===== src/rtl/multdiv_pkg.sv =====
// Shared encodings for the iterative multiply/divide unit: FSM states,
// alu opcodes used for the Booth steps, and iteration sizing.
package multdiv_pkg;

    localparam int unsigned WIDTH = 32;
    localparam int unsigned ITER  = 32;
    localparam int unsigned CNT_W = 6;

    localparam logic [4:0] ALU_ADD = 5'b00000;
    localparam logic [4:0] ALU_SUB = 5'b00001;

    typedef enum logic [1:0] {
        ST_IDLE = 2'd0,
        ST_MULT = 2'd1,
        ST_DIV  = 2'd2,
        ST_DONE = 2'd3
    } state_t;

    // Two's-complement magnitude; the most negative value maps to 2^31 unsigned.
    function automatic logic [WIDTH-1:0] mag(input logic [WIDTH-1:0] v);
        return v[WIDTH-1] ? -v : v;
    endfunction

endpackage


===== src/rtl/alu.sv =====
// Execute-stage 32-bit alu: add, sub, and, or, sll, sra with signed
// overflow and compare flags.
module alu (
    input  logic [31:0] data_operandA,
    input  logic [31:0] data_operandB,
    input  logic [4:0]  ctrl_ALUopcode,
    input  logic [4:0]  ctrl_shiftamt,
    output logic [31:0] data_result,
    output logic        isNotEqual,
    output logic        isLessThan,
    output logic        overflow
);
    logic [31:0] sum;
    logic [31:0] diff;
    logic        add_ovf;
    logic        sub_ovf;

    assign sum     = data_operandA + data_operandB;
    assign diff    = data_operandA - data_operandB;
    assign add_ovf = (data_operandA[31] == data_operandB[31]) && (sum[31] != data_operandA[31]);
    assign sub_ovf = (data_operandA[31] != data_operandB[31]) && (diff[31] != data_operandA[31]);

    always_comb begin
        data_result = sum;
        overflow    = 1'b0;
        case (ctrl_ALUopcode)
            5'b00000: begin data_result = sum;  overflow = add_ovf; end
            5'b00001: begin data_result = diff; overflow = sub_ovf; end
            5'b00010: data_result = data_operandA & data_operandB;
            5'b00011: data_result = data_operandA | data_operandB;
            5'b00100: data_result = data_operandA << ctrl_shiftamt;
            5'b00101: data_result = $signed(data_operandA) >>> ctrl_shiftamt;
            default:  data_result = sum;
        endcase
    end

    assign isNotEqual = (data_operandA != data_operandB);
    assign isLessThan = diff[31] ^ sub_ovf;

endmodule


===== src/rtl/div_step.sv =====
// One restoring-division step on magnitudes: shift the next dividend bit into
// the remainder, subtract the divisor when it fits, and shift in the quotient bit.
module div_step
    import multdiv_pkg::*;
(
    input  logic [WIDTH-1:0] rem,
    input  logic [WIDTH-1:0] quo,
    input  logic [WIDTH-1:0] divisor,
    output logic [WIDTH-1:0] rem_next,
    output logic [WIDTH-1:0] quo_next
);
    logic [WIDTH:0]   shifted;
    logic [WIDTH-1:0] trial;
    logic             fits;

    assign shifted = {rem, quo[WIDTH-1]};
    assign fits    = (shifted >= {1'b0, divisor});
    // When the divisor fits the true difference is below 2^32, so the modulo result is exact.
    assign trial    = shifted[WIDTH-1:0] - divisor;
    assign rem_next = fits ? trial : shifted[WIDTH-1:0];
    assign quo_next = {quo[WIDTH-2:0], fits};

endmodule


===== src/rtl/multdiv_seq.sv =====
// Iterative signed 32-bit multiply (radix-2 Booth through the alu) and
// restoring divide; 32 iterations per operation, one-cycle result pulse.
module multdiv_seq
    import multdiv_pkg::*;
(
    input  logic             clock,
    input  logic             reset_n,
    input  logic [WIDTH-1:0] data_operandA,
    input  logic [WIDTH-1:0] data_operandB,
    input  logic             ctrl_MULT,
    input  logic             ctrl_DIV,
    output logic [WIDTH-1:0] data_result,
    output logic             data_exception,
    output logic             data_resultRDY,
    output logic             busy,
    output state_t           dbg_state
);
    // Handshake: ctrl_MULT/ctrl_DIV are single-cycle requests, accepted only in
    // IDLE or DONE (MULT wins a tie); data_resultRDY is a one-cycle valid with no
    // back-pressure, and data_result/data_exception hold until the next DONE.
    state_t           state;
    state_t           state_nxt;
    logic [CNT_W-1:0] cnt;
    logic             start_ok;
    logic             start_mult;
    logic             start_div;
    logic             last_iter;

    logic [WIDTH-1:0] p_reg;
    logic [WIDTH-1:0] q_reg;
    logic             q_1;
    logic [WIDTH-1:0] m_reg;
    logic [WIDTH-1:0] rem;
    logic [WIDTH-1:0] dvsr;
    logic             neg_q;
    logic             div_zero;
    logic             div_ovf;

    assign start_ok   = (ctrl_MULT || ctrl_DIV) && (state == ST_IDLE || state == ST_DONE);
    assign start_mult = start_ok && ctrl_MULT;
    assign start_div  = start_ok && !ctrl_MULT;
    assign last_iter  = (cnt == CNT_W'(ITER));

    always_ff @(posedge clock or negedge reset_n) begin
        if (!reset_n) state <= ST_IDLE;
        else          state <= state_nxt;
    end

    always_comb begin
        state_nxt = state;
        case (state)
            ST_IDLE, ST_DONE: begin
                if (start_mult)     state_nxt = ST_MULT;
                else if (start_div) state_nxt = ST_DIV;
                else                state_nxt = ST_IDLE;
            end
            ST_MULT: if (last_iter) state_nxt = ST_DONE;
            ST_DIV:  if (div_zero || last_iter) state_nxt = ST_DONE;
            default: state_nxt = ST_IDLE;
        endcase
    end

    // Booth step: alu does P+/-M; the true 33-bit sign is recovered from the
    // add/sub overflow so P never loses its sign, even for M = 0x80000000.
    logic [1:0]       booth;
    logic [4:0]       alu_op;
    logic [WIDTH-1:0] alu_sum;
    logic             alu_ne_unused;
    logic             alu_lt_unused;
    logic             alu_ovf_unused;
    logic [WIDTH-1:0] p_sel;
    logic             p_sign;
    logic             step_ovf;

    assign booth  = {q_reg[0], q_1};
    assign alu_op = (booth == 2'b10) ? ALU_SUB : ALU_ADD;

    alu u_alu (
        .data_operandA  (p_reg),
        .data_operandB  (m_reg),
        .ctrl_ALUopcode (alu_op),
        .ctrl_shiftamt  (5'd0),
        .data_result    (alu_sum),
        .isNotEqual     (alu_ne_unused),
        .isLessThan     (alu_lt_unused),
        .overflow       (alu_ovf_unused)
    );

    always_comb begin
        p_sel    = p_reg;
        step_ovf = 1'b0;
        p_sign   = p_reg[WIDTH-1];
        if (booth == 2'b10) begin
            p_sel    = alu_sum;
            step_ovf = (p_reg[WIDTH-1] != m_reg[WIDTH-1]) && (alu_sum[WIDTH-1] != p_reg[WIDTH-1]);
            p_sign   = alu_sum[WIDTH-1] ^ step_ovf;
        end else if (booth == 2'b01) begin
            p_sel    = alu_sum;
            step_ovf = (p_reg[WIDTH-1] == m_reg[WIDTH-1]) && (alu_sum[WIDTH-1] != p_reg[WIDTH-1]);
            p_sign   = alu_sum[WIDTH-1] ^ step_ovf;
        end
    end

    logic [WIDTH-1:0] rem_next;
    logic [WIDTH-1:0] quo_next;

    div_step u_div_step (
        .rem      (rem),
        .quo      (q_reg),
        .divisor  (dvsr),
        .rem_next (rem_next),
        .quo_next (quo_next)
    );

    always_ff @(posedge clock or negedge reset_n) begin
        if (!reset_n) begin
            cnt            <= '0;
            p_reg          <= '0;
            q_reg          <= '0;
            q_1            <= 1'b0;
            m_reg          <= '0;
            rem            <= '0;
            dvsr           <= '0;
            neg_q          <= 1'b0;
            div_zero       <= 1'b0;
            div_ovf        <= 1'b0;
            data_result    <= '0;
            data_exception <= 1'b0;
        end else begin
            if (start_mult) begin
                cnt   <= '0;
                p_reg <= '0;
                q_reg <= data_operandA;
                q_1   <= 1'b0;
                m_reg <= data_operandB;
            end else if (start_div) begin
                cnt      <= '0;
                rem      <= '0;
                q_reg    <= mag(data_operandA);
                dvsr     <= mag(data_operandB);
                neg_q    <= data_operandA[WIDTH-1] ^ data_operandB[WIDTH-1];
                div_zero <= (data_operandB == '0);
                div_ovf  <= (data_operandA == {1'b1, {(WIDTH-1){1'b0}}}) && (data_operandB == '1);
            end else if (state == ST_MULT && !last_iter) begin
                cnt   <= cnt + CNT_W'(1);
                p_reg <= {p_sign, p_sel[WIDTH-1:1]};
                q_reg <= {p_sel[0], q_reg[WIDTH-1:1]};
                q_1   <= q_reg[0];
            end else if (state == ST_DIV && !last_iter && !div_zero) begin
                cnt   <= cnt + CNT_W'(1);
                rem   <= rem_next;
                q_reg <= quo_next;
            end

            if (state == ST_MULT && state_nxt == ST_DONE) begin
                data_result    <= q_reg;
                data_exception <= (p_reg != {WIDTH{q_reg[WIDTH-1]}});
            end else if (state == ST_DIV && state_nxt == ST_DONE) begin
                data_result    <= div_zero ? '0 : (neg_q ? -q_reg : q_reg);
                data_exception <= div_zero || div_ovf;
            end
        end
    end

    assign data_resultRDY = (state == ST_DONE);
    assign busy           = (state == ST_MULT) || (state == ST_DIV);
    assign dbg_state      = state;

endmodule


===== config.mk =====
export PLATFORM = sky130hd
export DESIGN_NAME = multdiv_seq
export DESIGN_NICKNAME = d
export VERILOG_FILES = /design/src/rtl/multdiv_pkg.sv /design/src/rtl/alu.sv /design/src/rtl/div_step.sv /design/src/rtl/multdiv_seq.sv
export SDC_FILE = /design/constraint.sdc
export NUM_CORES = 1
export LEC_CHECK = 0
export ABC_AREA = 0
export CORE_MARGIN = 1
export CORE_UTILIZATION = 40
export DETAILED_ROUTE_END_ITERATION = 12
export HOLD_SLACK_MARGIN = 0.12
export PLACE_DENSITY_LB_ADDON = 0.15
export RECOVER_POWER = 100
export SETUP_SLACK_MARGIN = 0.2
export SLEW_MARGIN = 20
export SYNTH_ARGS = -nofsm -noshare
export SYNTH_HDL_FRONTEND = slang
export SYNTH_SLANG_ARGS = --single-unit

===== constraint.sdc =====
create_clock -name clock -period 5.5 [get_ports clock]
set_input_delay 1.1 -clock clock [delete_from_list [all_inputs] [get_ports clock]]
set_output_delay 1.1 -clock clock [all_outputs]
set_load 0.01 [all_outputs]

# Word-level counts from Yosys, hierarchy flattened
# Index checks and enable logic that the tools add are counted.
# Widths: inputs -> output; s select.
[word_totals]
ff_bits = 205
out_inout_bits = 37
input_bits = 68
word_cells = 117
[op_classes]
n_reduce_logical = 32
bitwise_logic = 6
n_lt_le_gt_ge = 1
n_mux = 37
add_sub_neg = 7
n_eq_ne = 20
[ops]
columns = ["op", "n"]
rows = [
  ["$mux 32", 19],
  ["$pmux 32 s4", 1],
  ["$neg 32->32", 3],
  ["$eq 32x32->1 const B", 2],
  ["$sub 32x32->32", 2],
  ["$ge 33x32->1", 1],
  ["$add 32x32->32", 1],
  ["$and 32x32->32", 1],
  ["$logic_not 32->1", 1],
  ["$ne 32x32->1", 1],
  ["$or 32x32->32", 1],
  ["$mux 6", 4],
  ["$logic_and 1x1->1", 11],
  ["$eq 2x2->1 const B", 4],
  ["$mux 1", 8],
  ["$mux 2", 4],
  ["$add 6x1->6 const B", 1],
  ["$eq 1x3->1 const B", 2],
  ["$eq 6x6->1 const B", 1],
  ["$pmux 2 s3", 1],
  ["$reduce_and 3->1", 2],
  ["$reduce_bool 2->1", 3],
  ["$logic_or 1x1->1", 5],
  ["$eq 1x2->1 const B", 2],
  ["other kinds (13)", 22],
]

# Logic depth before layout (Yosys ltp)
# Gate-level depths: netlist (run 1).
[logic_depth]
depth_word = 13
mapped_depth = 19
ltp_nobuf = 19

# Modules after synthesis
# A second synthesis (run 1) with hierarchy kept.
[unflattened]
cells_unflattened = 2976
area_unflattened_um2 = 22758.1
[by_module_without_submodules]
columns = ["module", "instances", "area_per_inst_um2", "cells_each"]
rows = [
  ["multdiv_seq", 1, 11310.8, 1324],
  ["alu", 1, 8876.0, 1297],
  ["div_step", 1, 2571.2, 355],
]

# Least setup slack after synthesis (run 1)
# Ideal clock, no wire load.
[synth_timing]
path_type = "register to register"
start = "register m_reg[5]"
end = "register p_reg[30]"
stages_incl_launch_ff = 17
arrival_ns = 3.963
required_time_ns = 5.380
path_buffers = 0
setup_time_ns = 0.120
path_slack_ns = 1.417
cell_sequence = "dfrtp_1 nor4_1 nor4b_1 nand3_1 or2_2 nand2b_1 nor2_1 a21oi_1 xnor2_1 ha_1 a21oi_1 o21ai_0 o41ai_1 o2111ai_1 xor2_1 a21oi_1 a31o_2"
[synth_between]
elab_chain_len = 7
[synth_rtl]
columns = ["item", "line_no", "source"]
rows = [
  ["from (decl)", "multdiv_seq.sv:32", "logic [WIDTH-1:0] m_reg;"],
  ["from (signal assigned)", "multdiv_seq.sv:135", "m_reg <= data_operandB;"],
  ["$add 32x32->32 / $sub 32x32->32 (equally long branches)", "alu.sv:18, alu.sv:19", ""],
  ["$pmux 32 s4 (*)", "alu.sv:26", "case (ctrl_ALUopcode)"],
  ["$mux 32", "multdiv_seq.sv:97", "end else if (booth == 2'b01) begin"],
  ["$mux 32 (*)", "multdiv_seq.sv:93", "if (booth == 2'b10) begin"],
  ["$mux 32 (*)", "multdiv_seq.sv:144", "end else if (state == ST_MULT && !last_iter) begin"],
  ["$mux 32 (*)", "multdiv_seq.sv:136", "end else if (start_div) begin"],
  ["$mux 32 (*)", "multdiv_seq.sv:130", "if (start_mult) begin"],
  ["to (signal assigned)", "multdiv_seq.sv:146", "p_reg <= {p_sign, p_sel[WIDTH-1:1]};"],
  ["to (decl)", "multdiv_seq.sv:29", "logic [WIDTH-1:0] p_reg;"],
]
# Mark *: on every way between the ends. The rest lies on a longest branch, timed or not. The select of a mux whose other input is x is not followed.
# A chain may end at the register's enable or synchronous reset.

# Final worst setup path (run 1)
# Ends and elaborated chain as after synthesis.

==> impl_metrics.json, run 1 <==
{
  "final_nets": 2139,
  "syn_to_final_growth_pct": 15.1,
  "grt_pass1_wl_um": 74000,
  "min_period_over_period_pct": 85.3,
  "grt_max_degree": 112,
  "post_cts_buffers": 0,
  "syn_area_per_cell_um2": 7.82,
  "layout_setup_ws_ns": 0.810,
  "die_area_um2": 38900,
  "dp_slack_ns": 0.719,
  "syn_inst": 1948,
  "setup-tns-final_ns": 0,
  "utilization_pct": 46.7,
  "period_needed_ns": 4.69,
  "ys_warn_count": 0,
  "synthesis.nets": 2091,
  "hold_violations": 0,
  "finalPower_w": 0.0127,
  "max-clock-path-buffers": 3,
  "hpwl_um": 33200,
  "crit_required_ns": 5.92,
  "postCtsHoldBufs": 0,
  "fmax_ghz": 0.213,
  "clock_sink_count": 205,
  "violations": "capacitance limit, slew limit",
  "grt_setup_unrepaired": "no",
  "cp-end-kind": "register",
  "slew_violations": 510,
  "drt_wl_total_um": 45600,
  "skew_ns": 0.0259,
  "status": "complete, but fails checks",
  "drt_iter0_markers": 848,
  "avgRoutedWirePerCell_um": 18.1,
  "portBuffers": 104,
  "cts_buffers": 25,
  "die-height_um": 197,
  "ys_seq_area_share_pct": 33.7,
  "regArea_um2": 5130,
  "postRouteAntennaNets": 0,
  "timing.hold.ws_ns": 0.469,
  "critPathKind": "reg2reg",
  "clk_latency_ns": 0.56,
  "maxCapViolCount": 7,
  "synthArstFlopShare_pct": 100,
  "num_vias": 14202,
  "grt_usage_pct": 23.7,
  "die_w_um": 197,
  "fp.coreArea_um2": 37600,
  "via_per_inst": 5.62,
  "peakVddDrop_uv": 374,
  "p_leak_nw": 7.47,
  "cts_max_level": 1,
  "antenna_cells": 0,
  "p_per_area_nw_per_um2": 727,
  "gp_congestion": 0.888,
  "synth_edf_count": 0,
  "min_path_type": "reg2reg",
  "tightest_slew_ns": 3.38,
  "fill_cells": 3795,
  "start_kind": "register",
  "grt_overflow": 0,
  "max-slew-margin-rel_pct": -125,
  "path_max_fanout": 6,
  "syn_area_um2": 15200,
  "root_buffer": "clkbuf_16",
  "synth.distinct_cells": 67,
  "multi_input_area_um2": 9470,
  "ys_ff_latch": 205,
  "drcViolationCount": 0,
  "setup_viol": 0,
  "boundaryPins": 105,
  "synth_ff_type": "dfrtp_1",
  "cp.arrival_ns": 5.11,
  "antenna_found_initial": 0,
  "drive_above_1_share_pct": 4.42,
  "tritoncts": "built",
  "dr.pass1.iters": 5,
  "path_clk_slew_ns": 0.06,
  "rows": 71,
  "start_util_pct": 40.5,
  "grt_pass1_vias": 13420
}
-- where the power goes --
group | internal, W | total, W | switching [W]
logic | 0.00324 | 0.00805 | 0.00480
clock network | 0.00103 | 0.00175 | 0.000720
registers | 0.00219 | 0.00295 | 0.000761
total | 0.00646 | 0.0127 | 0.00629
-- layer usage --
layer  track usage [%]  wire (um)
met1              34.7      22400
met2              36.2      19900
met3              3.16       2050
met4              6.98       1310
met5                 0          0
-- cell usage in the layout, fill, tap and decap left out, types with 10 or more instances in the layout --
| cell | synthesis | layout |
|---|---|---|
| a211oi_1 | 14 | 14 |
| a21o_1 | 22 | 22 |
| a21oi_1 | 125 | 124 |
| a31oi_1 | 25 | 25 |
| and3_1 | 11 | 11 |
| buf_4 | 1 | 15 |
| clkbuf_16 | 0 | 25 |
| clkdlybuf4s50_1 | 0 | 64 |
| dfrtp_1 | 205 | 205 |
| dlygate4sd3_1 | 0 | 39 |
| ha_1 | 73 | 73 |
| inv_1 | 66 | 66 |
| mux2i_1 | 25 | 25 |
| nand2_1 | 351 | 350 |
| nand2b_1 | 16 | 16 |
| nand3_1 | 93 | 93 |
| nand4_1 | 28 | 28 |
| nor2_1 | 117 | 117 |
| nor2b_1 | 15 | 15 |
| nor3_1 | 30 | 30 |
| nor4_1 | 17 | 16 |
| o211ai_1 | 10 | 10 |
| o21a_1 | 11 | 11 |
| o21ai_0 | 242 | 243 |
| o22ai_1 | 17 | 17 |
| o31ai_1 | 37 | 36 |
| o41ai_1 | 18 | 19 |
| or3_1 | 9 | 10 |
| or4_1 | 15 | 15 |
| xnor2_1 | 68 | 67 |
| xor2_1 | 94 | 93 |
-- timing repair --
item	4_1_cts	5_1_grt
gates resized for setup	0	1
endpoints found under the setup margin	0	1
endpoints found under the hold margin	0	0
-- synth_stat cells, types with 12 or more instances --
cell type    n  area [um^2]
nand2_1    351         1320
nor4_1      17          106
ha_1        73          913
o41ai_1     18          158
nor2_1     117          439
o22ai_1     17          106
o21ai_0    242         1210
nand3_1     93          465
nor3_1      30          150
buf_1       12         45.0
or4_1       15          113
a211oi_1    14          105
inv_1       66          248
dfrtp_1    205         5130
xnor2_1     68          596
o31ai_1     37          278
nand2b_1    16          100
nor2b_1     15         93.8
mux2i_1     25          250
a31oi_1     25          156
clkbuf_1    91          342
a21oi_1    125          626
a21o_1      22          165
nand4_1     28          175
xor2_1      94          823
-- logic make-up (layout without fill, tap and decap cells) --
family / Yosys count / in the layout / synth area share [%]
AND/OR/NAND/NOR: 722 / 722 / 21.4
AO/OA/AOI/OAI: 580 / 580 / 23.0
flip-flops: 205 / 205 / 33.7
buffers and inverters: 174 / 241 / 4.35
XOR/XNOR: 162 / 162 / 9.31
adder cells (fa/ha/maj): 75 / 75 / 6.26
multiplexers: 30 / 30 / 2.01
-- stage by stage --
step / instance area [um^2] / instances
after floorplan: 15200 / 1948
after global placement: 16800 / 2480
after detailed placement: 16800 / 2480
after CTS: 17600 / 2526
after global routing: 17500 / 2526
final: 17500 / 2526
-- final timing paths --
path	start	end	slack, ns	cells past startpoint
max	m_reg[5]$_DFFE_PN0P_	p_reg[30]$_DFFE_PN0P_	0.81	16
min	data_result[21]$_DFFE_PN0P_	data_result[21]$_DFFE_PN0P_	0.47	2
max reg2reg	m_reg[5]$_DFFE_PN0P_	p_reg[30]$_DFFE_PN0P_	0.81	16
min reg2reg	data_result[21]$_DFFE_PN0P_	data_result[21]$_DFFE_PN0P_	0.47	2
max in group asynchronous	reset_n	p_reg[27]$_DFFE_PN0P_	1.45	2
min in group asynchronous	reset_n	rem[4]$_DFFE_PN0P_	1.24	1
-- worst max-delay path, cell delays in order, from the launching register on --
cell       delay [ns]
dfrtp_1          0.43
nor4_2           0.43
nor4b_1          0.47
nand3_1          0.16
or2_2            0.34
nand2b_1         0.19
nor2_1           0.25
a21oi_1          0.12
xnor2_1          0.19
ha_1             0.33
a21oi_1          0.16
o21ai_0          0.16
o41ai_1          0.57
o2111ai_1        0.23
xor2_1           0.24
a21oi_1          0.09
a31o_2           0.22
-- area by class of cell --
type                    instances  area share [%]
flip-flops and latches        205            29.2
well taps                     511            3.65
inverters                      66            1.41
clock inverters                18            1.29
clock buffers                  28            3.63
repair buffers                129            6.81
multi-input cells            1569            54.0
Note: power is estimated with default switching activity, not from simulation.
==> run 2, diff against run 1 <==
CAP_MARGIN = 10   (was not set)
==> results of run 2 <==
The final DEF is identical to that of run 1; final timing and power are the same.
